### src/rtl/keypad_fifo.sv
// Keypad scanner consumer: debounces held keydata, pushes each press once into a
// first-word-fall-through FIFO and clears the scanner through the kpdreset/resetkpd handshake.
//
// state | meaning
// IDLE  | waiting for nonzero keydata
// DEB   | candidate code must stay stable for DEBOUNCE samples
// PUSH  | one cycle: write candidate or flag overflow
// CLR   | kpdreset high, waiting for scanner ack
// CLRW  | kpdreset low, waiting for ack to drop
// REL   | waiting for RELEASE consecutive zero samples
module keypad_fifo #(
   parameter int DEPTH    = 8,
   parameter int AW       = 3,
   parameter int DEBOUNCE = 4,
   parameter int RELEASE  = 16
) (
   input  logic          clk,
   input  logic          reset,
   input  logic [7:0]    keydata,
   input  logic          resetkpd,
   output logic          kpdreset,
   input  logic          rd,
   output logic [7:0]    dout,
   output logic          empty,
   output logic          full,
   output logic [AW:0]   count,
   input  logic          ovf_clr,
   output logic          overflow
);

   localparam int TMAX = (DEBOUNCE > RELEASE) ? DEBOUNCE : RELEASE;
   localparam int TW   = $clog2(TMAX + 1);
   localparam logic [TW-1:0] DEB_LOAD = TW'(DEBOUNCE - 1);
   localparam logic [TW-1:0] REL_LOAD = TW'(RELEASE);
   localparam logic [TW-1:0] TC       = TW'(1);
   localparam logic [AW:0]   DEPTH_C  = (AW+1)'(DEPTH);

   typedef enum logic [2:0] {IDLE, DEB, PUSH, CLR, CLRW, REL} state_t;

   state_t          state;
   logic [7:0]      cand;
   logic [TW-1:0]   tmr;
   logic [7:0]      mem [DEPTH];
   logic [AW-1:0]   wr_ptr;
   logic [AW-1:0]   rd_ptr;
   logic [AW-1:0]   rd_ptr_nxt;
   logic [AW:0]     count_nxt;
   logic            push;
   logic            pop;

   assign push       = (state == PUSH) && !full;
   assign pop        = rd && !empty;
   assign rd_ptr_nxt = rd_ptr + {{(AW-1){1'b0}}, pop};
   assign count_nxt  = count + {{AW{1'b0}}, push} - {{AW{1'b0}}, pop};

   // Timers count down to a terminal count of 1, reloaded on entry to DEB and REL.
   always_ff @(posedge clk or posedge reset) begin
      if (reset) begin
         state    <= IDLE;
         cand     <= 8'h00;
         tmr      <= '0;
         kpdreset <= 1'b0;
      end else begin
         case (state)
            IDLE: begin
               if (keydata != 8'h00) begin
                  cand <= keydata;
                  if (DEBOUNCE == 1) begin
                     state <= PUSH;
                  end else begin
                     tmr   <= DEB_LOAD;
                     state <= DEB;
                  end
               end
            end
            DEB: begin
               if (keydata != cand) begin
                  state <= IDLE;
                  tmr   <= '0;
               end else if (tmr == TC) begin
                  state <= PUSH;
                  tmr   <= '0;
               end else begin
                  tmr <= tmr - TC;
               end
            end
            PUSH: begin
               state    <= CLR;
               kpdreset <= 1'b1;
            end
            CLR: begin
               if (resetkpd) begin
                  state    <= CLRW;
                  kpdreset <= 1'b0;
               end
            end
            CLRW: begin
               if (!resetkpd) begin
                  state <= REL;
                  tmr   <= REL_LOAD;
               end
            end
            REL: begin
               // Scanner re-latched a still-held key: clear it again without pushing.
               if (keydata != 8'h00) begin
                  state    <= CLR;
                  kpdreset <= 1'b1;
                  tmr      <= '0;
               end else if (tmr == TC) begin
                  state <= IDLE;
                  tmr   <= '0;
               end else begin
                  tmr <= tmr - TC;
               end
            end
            default: begin
               state    <= IDLE;
               kpdreset <= 1'b0;
               tmr      <= '0;
            end
         endcase
      end
   end

   always_ff @(posedge clk) begin
      if (push) mem[wr_ptr] <= cand;
   end

   // dout is registered as the next head, bypassing the array when the new entry becomes the head.
   always_ff @(posedge clk or posedge reset) begin
      if (reset) begin
         wr_ptr   <= '0;
         rd_ptr   <= '0;
         count    <= '0;
         empty    <= 1'b1;
         full     <= 1'b0;
         dout     <= 8'h00;
         overflow <= 1'b0;
      end else begin
         if (push) wr_ptr <= wr_ptr + {{(AW-1){1'b0}}, 1'b1};
         rd_ptr <= rd_ptr_nxt;
         count  <= count_nxt;
         empty  <= (count_nxt == '0);
         full   <= (count_nxt == DEPTH_C);
         dout   <= (push && (wr_ptr == rd_ptr_nxt)) ? cand : mem[rd_ptr_nxt];
         if ((state == PUSH) && full) overflow <= 1'b1;
         else if (ovf_clr)            overflow <= 1'b0;
      end
   end

endmodule
### config.mk
export PLATFORM = sky130hd
export DESIGN_NAME = keypad_fifo
export DESIGN_NICKNAME = d
export VERILOG_FILES = /design/src/rtl/keypad_fifo.sv
export SDC_FILE = /design/constraint.sdc
export NUM_CORES = 1
export LEC_CHECK = 0
export CORE_MARGIN = 3
export CORE_UTILIZATION = 45
export CTS_CLUSTER_DIAMETER = 80
export DETAILED_ROUTE_END_ITERATION = 7
export PLACE_DENSITY = 0.66
export SLEW_MARGIN = 20
export SYNTH_ARGS = -nofsm -noshare
export SYNTH_HDL_FRONTEND = slang
export SYNTH_SLANG_ARGS = --single-unit
### constraint.sdc
create_clock -name clk -period 2.6 [get_ports clk]
set_input_delay 0.78 -clock clk [delete_from_list [all_inputs] [get_ports clk]]
set_output_delay 0.78 -clock clk [all_outputs]
set_load 0.02 [all_outputs]
### Word level (Yosys, flattened, before mapping)

Memory sizes are Yosys's and may differ from the RTL's. A register that Yosys moved wholly into a read port is not among the register bits.
Cells that the tools add are included.

* RAM bits: 64
* memories kept: 1
* bits of input ports: 13
* output and inout bits: 16
* bits in registers: 30
* logic and storage cells: 68

Memories
* mem: depth 8, bits a word 8, read ports 1, clocked after Yosys merged registers in 1, wr ports 1, line 43 `logic [7:0] mem [DEPTH];`

* add/sub/neg operators: 5
* reduce and logical (&&, ||, !) cells: 15
* muxes and demuxes: 21
* bitwise gates (word level): 2
* equal/unequal tests: 14

Operators with widths (count)
* $mux 5: 5
* $pmux 5 s5: 1
* $mux 3: 7
* $pmux 3 s6: 1
* $ne 2x2->1 const B: 4
* $ne 8x8->1: 1
* $reduce_bool 8->1: 1
* $eq 3x2->1 const B: 2
* $eq 3x3->1 const B: 2
* $mux 1: 6
* $ne 3x3->1 const B: 2
* $reduce_and 3->1: 2
* $eq 5x1->1 const B: 1
* $reduce_and 5->1: 1
* $sub 5x1->5 const B: 1
* $add 4x1->4: 1
* $eq 4x4->1 const B: 1
* $logic_not 4->1: 1
* $pmux 1 s4: 1
* $sub 4x1->4: 1
* $add 3x1->3: 1
* $add 3x1->3 const B: 1
* $eq 3x1->1 const B: 1
* $logic_and 1x1->1: 3
* 7 further kinds: 9

### Depth between registers and ports, before layout

Gate-level depths: netlist of the first run.

* depth after elaboration: 5
* depth in mapped cells: 12
* gate-level depth less buffers: 11

### Worst setup path before layout of the first run

OpenSTA, ideal clock, no wires.

* path type: input to register
* start: input port rd
* end: register dout[5] (read register of mem)
* slack: 0.008 ns
* required time: 2.478 ns
* arrival time: 2.470 ns
* library setup time: 0.122 ns
* stages: 8
* path buffers: 2
* path through: nor2b_1 > ha_1 > ha_1 > clkbuf_2 > clkbuf_1 > mux4_2 > mux2i_1 > a21oi_2

* cells in the longest elaborated chain, start to end: 2

RTL lines
* from (decl): line 22 `input logic rd,`
* $logic_and 1x1->1: line 52 `assign pop = rd && !empty;`
* $add 3x1->3: line 53 `assign rd_ptr_nxt = rd_ptr + {{(AW-1){1'b0}}, pop};`
* via rd_ptr_nxt[1]: line 46 `logic [AW-1:0] rd_ptr_nxt;`
* to (decl): line 23 `output logic [7:0] dout,`

The timed path passes the listed nets, and every way through them passes these cells.
A chain may end at the register's enable or synchronous reset.

### Final worst setup path of the first run

* start: register state[2]
* end: register full

* cells in the longest elaborated chain, start to end: 5

RTL lines
* from (decl): line 40 `state_t state;`
* from (signal assigned): line 59 `state <= IDLE;`
* from (signal assigned): line 69 `state <= PUSH;`
* from (signal assigned): line 72 `state <= DEB;`
* $eq 3x2->1: line 51 `assign push = (state == PUSH) && !full;`
* $logic_and 1x1->1: line 51
* $add 4x1->4: line 54 `assign count_nxt = count + {{AW{1'b0}}, push} - {{AW{1'b0}}, pop};`
* $sub 4x1->4: line 54
* via count_nxt[1]: line 47 `logic [AW:0] count_nxt;`
* $eq 4x4->1: line 144 `full <= (count_nxt == DEPTH_C);`
* to (signal assigned): line 144
* to (decl): line 25 `output logic full,`

The timed path passes the listed nets, and every way through them passes these cells.

==> results of run 1 <==
-- kinds of logic (layout without fill, tap and decap cells) --
| kind of cell | count (synthesis) | after routing | synth area share [%] |
|---|---|---|---|
| simple gates | 85 | 85 | 9.80 |
| mux | 26 | 26 | 10.4 |
| fa+ha+maj | 10 | 10 | 3.00 |
| xor+xnor | 17 | 17 | 3.79 |
| flops | 102 | 102 | 65.0 |
| compound gates | 37 | 37 | 5.44 |
| buf+inv | 23 | 89 | 2.49 |
-- cell usage in the layout (no fill, tap or decap), types with 2 or more instances in the layout --
| cell | count |
|---|---|
| edfxtp_1 | 64 |
| dfrtp_1 | 37 |
| nand2_1 | 32 |
| buf_4 | 28 |
| clkdlybuf4s50_1 | 27 |
| nor2_1 | 19 |
| mux4_2 | 16 |
| xnor2_1 | 15 |
| inv_1 | 11 |
| a21oi_1 | 10 |
| mux2i_1 | 9 |
| clkbuf_8 | 9 |
| o21ai_0 | 7 |
| ha_1 | 7 |
| nand3_1 | 4 |
| nor3_1 | 4 |
| nand2b_1 | 4 |
| a22o_1 | 3 |
| nor2b_1 | 3 |
| o31ai_1 | 3 |
| o22ai_1 | 3 |
| inv_2 | 3 |
| nor2_2 | 3 |
| buf_12 | 3 |
| nor3_2 | 2 |
| nor4_1 | 2 |
| a31oi_1 | 2 |
| nand3b_1 | 2 |
| a21oi_2 | 2 |
| and2_1 | 2 |
| ha_4 | 2 |
| clkinv_4 | 2 |
| inv_6 | 2 |
-- final cells by class --
class | instances | area share [%]
flip-flops and latches | 102 | 54.3
multi-input cells | 175 | 27.8
clock inverters | 6 | 1.02
well taps | 129 | 3.05
clock buffers | 10 | 2.41
repair buffers | 59 | 10.4
inverters | 14 | 0.992
-- metal layers --
layer / GRT usage (%) / part of all wire [%] / vias up
li1: - / - / 1226
met1: 20.3 / 45 / 1262
met2: 24.5 / 50 / 47
met3: 2.35 / 3.1 / 13
met4: 6.19 / 1.9 / 0
met5: 0 / 0 / -
-- registers in the layout (all words and copies together), names as in the netlist, 3 cells and up --
register	count
tmr	5
mem	64
cand	8
rd_ptr	3
state	3
count	4
dout	8
wr_ptr	3
-- worst max-delay path, cell delays in order, from the launching register on --
cell and delay (ps):
dfrtp_1 380, nand2b_1 190, nor3_2 190, inv_1 110
ha_4 220, inv_2 60, ha_4 130, inv_2 30
fa_1 510, inv_2 40, or3_4 380, nor2b_1 110
-- power by group through the flow --
stage	clock, mW	sequential [mW]	combinational (mW)
after floorplan	0	2.57	1.58
after global placement	0	2.51	2.44
after detailed placement	0	2.54	2.48
after CTS	0.934	2.50	2.49
after global routing	0.995	2.56	2.80
final	0.910	2.50	2.53
-- synthesized netlist by cell type (3+ instances only) --
library cell and instances:
a21oi_1 10, a22o_1 3, clkbuf_1 3, dfrtp_1 37
edfxtp_1 64, ha_1 9, inv_1 14, mux2i_1 9
mux4_2 16, nand2_1 32, nand2b_1 4, nand3_1 4
nor2_1 20, nor2b_1 4, nor3_1 4, o21ai_0 7
o22ai_1 3, o31ai_1 3, xnor2_1 15
-- through the flow --
step	hold WS, ps	power, mW	setup slack [ps]	area [um2]
finish	508	5.94	174	5300
global route	563	6.36	33.5	5300
CTS	510	5.93	2.41	5230
detailed placement	489	5.02	-399	5050
global placement	485	4.96	-368	5050
floorplan	461	4.14	8.22	4420
-- final timing paths --
| path | slack (ps) | endpoint | from |
|---|---|---|---|
| worst max-delay path | 170 | full$_DFF_PP0_ | state[2]$_DFFE_PP0P_ |
| worst min-delay path | 510 | tmr[1]$_DFFE_PP0P_ | tmr[1]$_DFFE_PP0P_ |
| worst max register to register | 170 | full$_DFF_PP0_ | state[2]$_DFFE_PP0P_ |
| worst min register to register | 510 | tmr[1]$_DFFE_PP0P_ | tmr[1]$_DFFE_PP0P_ |
| max in group asynchronous | 1410 | empty$_DFF_PP1_ | reset |
| min in group asynchronous | 830 | count[3]$_DFF_PP0_ | reset |
-- repair_timing --
action                                  CTS  global route
buffers inserted                          0             2
gates resized for setup                   1            10
cloned                                    0             0
pin swaps                                 0             5
endpoints found under the setup margin    2            10
==> impl_metrics.py, run 1 <==
metrics = {
    "global_routing": {
        "grt_pass1_wl_um": 13100,
        "grt_start_max_net_pins": 39,
        "first_global_vias": 2623,
        "grt-ovfl-total": 0,
        "grt_usage_pct": 15.0,
        "antenna_found_initial": 0,
    },
    "logic_synthesis": {
        "synthCells": 300,
        "synth-seq-cells": 102,
        "yosys-top-cells-area": "edfxtp_1 43%, dfrtp_1 21%, mux4_2 8.2%",
        "synth.distinct_cells": 50,
        "syn_nets": 323,
        "yosysSeqAreaShare_pct": 65.0,
        "synth_area_um2": 4420,
        "ys_warn_count": 0,
        "synth.avg_cell_area_um2": 14.7,
        "synth-edff-count": 64,
        "synth_top_area_cell": "edfxtp_1",
        "synth_top_area_share_pct": 43.5,
        "synthArstFlopShare_pct": 37.3,
        "ys.flop_type": "edfxtp_1",
    },
    "power_and_ir_drop": {
        "combPwrFrac_pct": 42.6,
        "power.density_nw_per_um2": 1120,
        "switchingPower_mw": 2.10,
        "p_leak_nw": 2.00,
        "swShare_pct": 35.3,
        "peakVddDrop_uv": 407,
        "clkPwrFrac_pct": 15.3,
        "seq_power_share_pct": 42.1,
        "p_int_mw": 3.84,
    },
    "placement": {
        "portBuffers": 28,
        "routabilityCongestion": 0.816,
        "place_hpwl_um": 5350,
        "dp_cells": 477,
    },
    "die": {
        "die_h_um": 105,
        "die_x_um": 105,
        "start_util_pct": 47.2,
        "ioPinCount": 29,
        "core_area_um2": 9370,
        "rows": 35,
        "dieArea_um2": 11000,
    },
    "clock_tree": {
        "cts.sinks": 102,
        "cts_hold_buf": 0,
        "clk_latency_ps": 360,
        "htree_levels": 3,
        "clk_path_buf_depth": 2,
        "cts_inserted_buffers": 9,
        "root_buffer": "clkbuf_8",
        "cts_tree": "done",
        "cts.clk_slew.worst_paths_ps": 90,
    },
    "sta": {
        "slew_headroom_pct": 51.5,
        "setup-tns-final_ps": 0,
        "fin_crit_sh_pct": 93.3,
        "hold_violations": 0,
        "drv_slew": 0,
        "worst_pin_slew_ps": 724,
        "min_period_ps": 2430,
        "fin_skew_ps": 10.8,
        "finalSetupViolations": 0,
        "fmax_mhz": 412,
        "rsz0062_at_grt": "no",
    },
    "finish": {
        "multi_input_area_um2": 1480,
        "synthToLayoutAreaGrowth_pct": 19.9,
        "ff_latch_area_um2": 2870,
        "antenna_cells": 0,
        "fin_nets": 384,
        "drive_gt1_share_pct": 22.7,
        "stdcell_count": 495,
        "final_util_pct": 56.5,
        "fillCellCount": 747,
    },
    "detailed_routing": {
        "routed_via_density": 5.15,
        "post_drt_wl_per_cell_um": 15.3,
        "drtAntennaViolNets": 0,
        "vias": 2548,
        "firstDrtPassIters": 4,
        "drt-total-wl_um": 7590,
        "first_iter_violations": 120,
        "drc": 0,
    },
    "min_path": {
        "hold_depth": 2,
        "hold_path.class": "register to register",
    },
    "outcome": {
        "status": "complete, no violations",
    },
    "critical_path": {
        "crit_fanout": 3,
        "crit_path_end_kind": "register",
        "cp-start-kind": "register",
        "rr_worst_depth": 11,
        "crit_required_ps": 2890,
        "cp.arrival_ps": 2720,
        "worst-setup-path-type": "register to register",
    },
    "run": {
        "maxCapViolCount": 0,
    },
}
No activity file was read; power rests on OpenSTA's default activity.
==> inputs of run 2 (changes only) <==
- CORE_MARGIN: 3 -> 5
- DONT_BUFFER_PORTS: default -> 1
- PLACE_DENSITY: 0.66 -> default
==> run 2 against run 1 <==
  * Largest power group is now registers
  * Critical path type unchanged
  * Wire length up 4.5%
  * Utilization down 6.0 points
  * Sequential share of layout area up 4.5 points
  * Register-to-register slack about the same
==> impl_metrics.py, run 2 (synthesized netlist as in run 1, its figures left out) <==
metrics = {
    "finish": {
        "drive_gt1_share_pct": 20.1,
        "fin_nets": 347,
        "synthToLayoutAreaGrowth_pct": 10.6,
        "final_util_pct": 50.5,
        "regMostFlops": "mem",
        "reg.largest.list": "mem (64), cand (8), dout (8)",
        "ff_latch_area_um2": 2870,
        "final_cell_mix": "64 x edfxtp_1, 37 x dfrtp_1, 32 x nand2_1, 21 x buf_4, 20 x nor2_1",
        "final_common_cell": "edfxtp_1",
        "antenna_cells": 0,
        "fillCellCount": 826,
        "stdcell_count": 462,
        "largest_reg_flops": 64,
        "multi_input_area_um2": 1440,
    },
    "critical_path": {
        "crit_required_ps": 2880,
        "cp_slowest_stage_delay_ps": 470,
        "reg2reg_to": "full$_DFF_PP0_",
        "crit_fanout": 3,
        "r2r_slack_ps": 170,
        "cp.arrival_ps": 2720,
        "rr_worst_depth": 11,
        "crit_path_end_kind": "register",
        "critPathLaunch": "state[2]$_DFFE_PP0P_",
        "cp-start-kind": "register",
        "critPathCapture": "full$_DFF_PP0_",
        "r2r_start": "state[2]$_DFFE_PP0P_",
        "cpMaxStageDelayCell": "fa_1",
        "cp_cell_sequence": "nand2b_1 > nor3_2 > inv_1 > ha_1 > inv_1 > ha_1 > inv_1 > fa_1 > inv_1 > or3_1 > nor2b_1",
        "worst-setup-path-type": "register to register",
        "timing.critical_path.mode_cell": "inv_1",
    },
    "detailed_routing": {
        "drt-total-wl_um": 7930,
        "first_iter_violations": 102,
        "drtAntennaViolNets": 0,
        "vias": 2420,
        "routed_via_density": 5.24,
        "post_drt_wl_per_cell_um": 17.2,
        "firstDrtPassIters": 4,
        "drc": 0,
    },
    "placement": {
        "dp_cells": 446,
        "portBuffers": 0,
        "routabilityCongestion": 0.810,
        "place_hpwl_um": 5470,
    },
    "sta": {
        "drv_slew": 0,
        "fin_skew_ps": 10.6,
        "setup-tns-final_ps": 0,
        "min_period_ps": 2430,
        "finalSetupViolations": 0,
        "worst_pin_slew_ps": 579,
        "slew_headroom_pct": 61.3,
        "fmax_mhz": 411,
        "fin_crit_sh_pct": 93.5,
        "hold_violations": 0,
        "rsz0062_at_grt": "no",
    },
    "die": {
        "die_h_um": 109,
        "die_x_um": 109,
        "rows": 36,
        "core_area_um2": 9680,
        "ioPinCount": 29,
        "start_util_pct": 45.6,
        "dieArea_um2": 11900,
    },
    "clock_tree": {
        "cts_hold_buf": 0,
        "cts.sinks": 102,
        "cts.clk_slew.worst_paths_ps": 100,
        "cts_tree": "done",
        "clk_path_buf_depth": 2,
        "root_buffer": "clkbuf_8",
        "cts_setup_buffers": 0,
        "clk_latency_ps": 360,
        "post_cts_resized": 0,
        "cts_inserted_buffers": 9,
        "htree_levels": 3,
    },
    "global_routing": {
        "grt-ovfl-total": 0,
        "first_global_vias": 2455,
        "grt_pass1_wl_um": 13300,
        "grt_usage_pct": 14.9,
        "antenna_found_initial": 0,
        "grt_start_max_net_pins": 39,
    },
    "min_path": {
        "hold_path.class": "input pin to async pin",
    },
    "run": {
        "maxCapViolCount": 0,
    },
    "power_and_ir_drop": {
        "peakVddDrop_uv": 528,
        "p_leak_nw": 1.83,
        "power.density_nw_per_um2": 1140,
    },
    "outcome": {
        "status": "complete, no violations",
    },
}
## run 2: cell type report
class | instances | area share (%)
Timing Repair Buffer | 22 | 3.63
Sequential cell | 102 | 58.8
Multi-Input combinational cell | 175 | 29.4
Tap cell | 133 | 3.40
Inverter | 14 | 1.07
Clock inverter | 6 | 1.15
Clock buffer | 10 | 2.61
## run 2: where the power goes
group | switching (mW) | internal [mW]
sequential | 0.487 | 2.16
clock | 0.565 | 0.369
combinational | 1.02 | 1.00
## run 2: how the worst min path moves through the flow
stage,start,cells past startpoint,endpoint
after detailed placement,tmr[0]$_DFFE_PP0P_,1,tmr[0]$_DFFE_PP0P_
after CTS,reset,2,cand[6]$_DFFE_PP0P_
final,reset,2,tmr[4]$_DFFE_PP0P_
after global placement,tmr[1]$_DFFE_PP0P_,2,tmr[1]$_DFFE_PP0P_
after floorplan,tmr[1]$_DFFE_PP0P_,2,tmr[1]$_DFFE_PP0P_
after global routing,reset,2,tmr[3]$_DFFE_PP0P_
## run 2: worst max-delay path, delay by kind of cell, from the launching register on
kind                     cells  cell delay, ps
adder cells (fa/ha/maj)      3             910
buffers and inverters        4             240
AND/OR/NAND/NOR              4             850
flip-flops                   1             380
## run 2: per-layer routing
layer | track usage, % | share of wire, %
met4 | 5.14 | 1.3
met3 | 2.61 | 3.8
met5 | 0 | 0
met2 | 22.5 | 48
met1 | 21.8 | 47
## run 2: through the flow
step           area, um2  hold WS, ps  power (mW)  setup WS [ps]
6_report            4890          414        5.60            169
4_1_cts             4890          429        5.68            124
5_1_grt             4890          478        6.00           10.6
3_3_place_gp        4710          482        4.72           57.4
2_1_floorplan       4420          461        4.14           8.22
3_5_place_dp        4710          515        4.75           18.5
==> inputs of run 3 (changes only) <==
- CAP_MARGIN: default -> 20
==> results of run 3 <==
No change in the layout: final DEF, timing and power equal those of run 2.
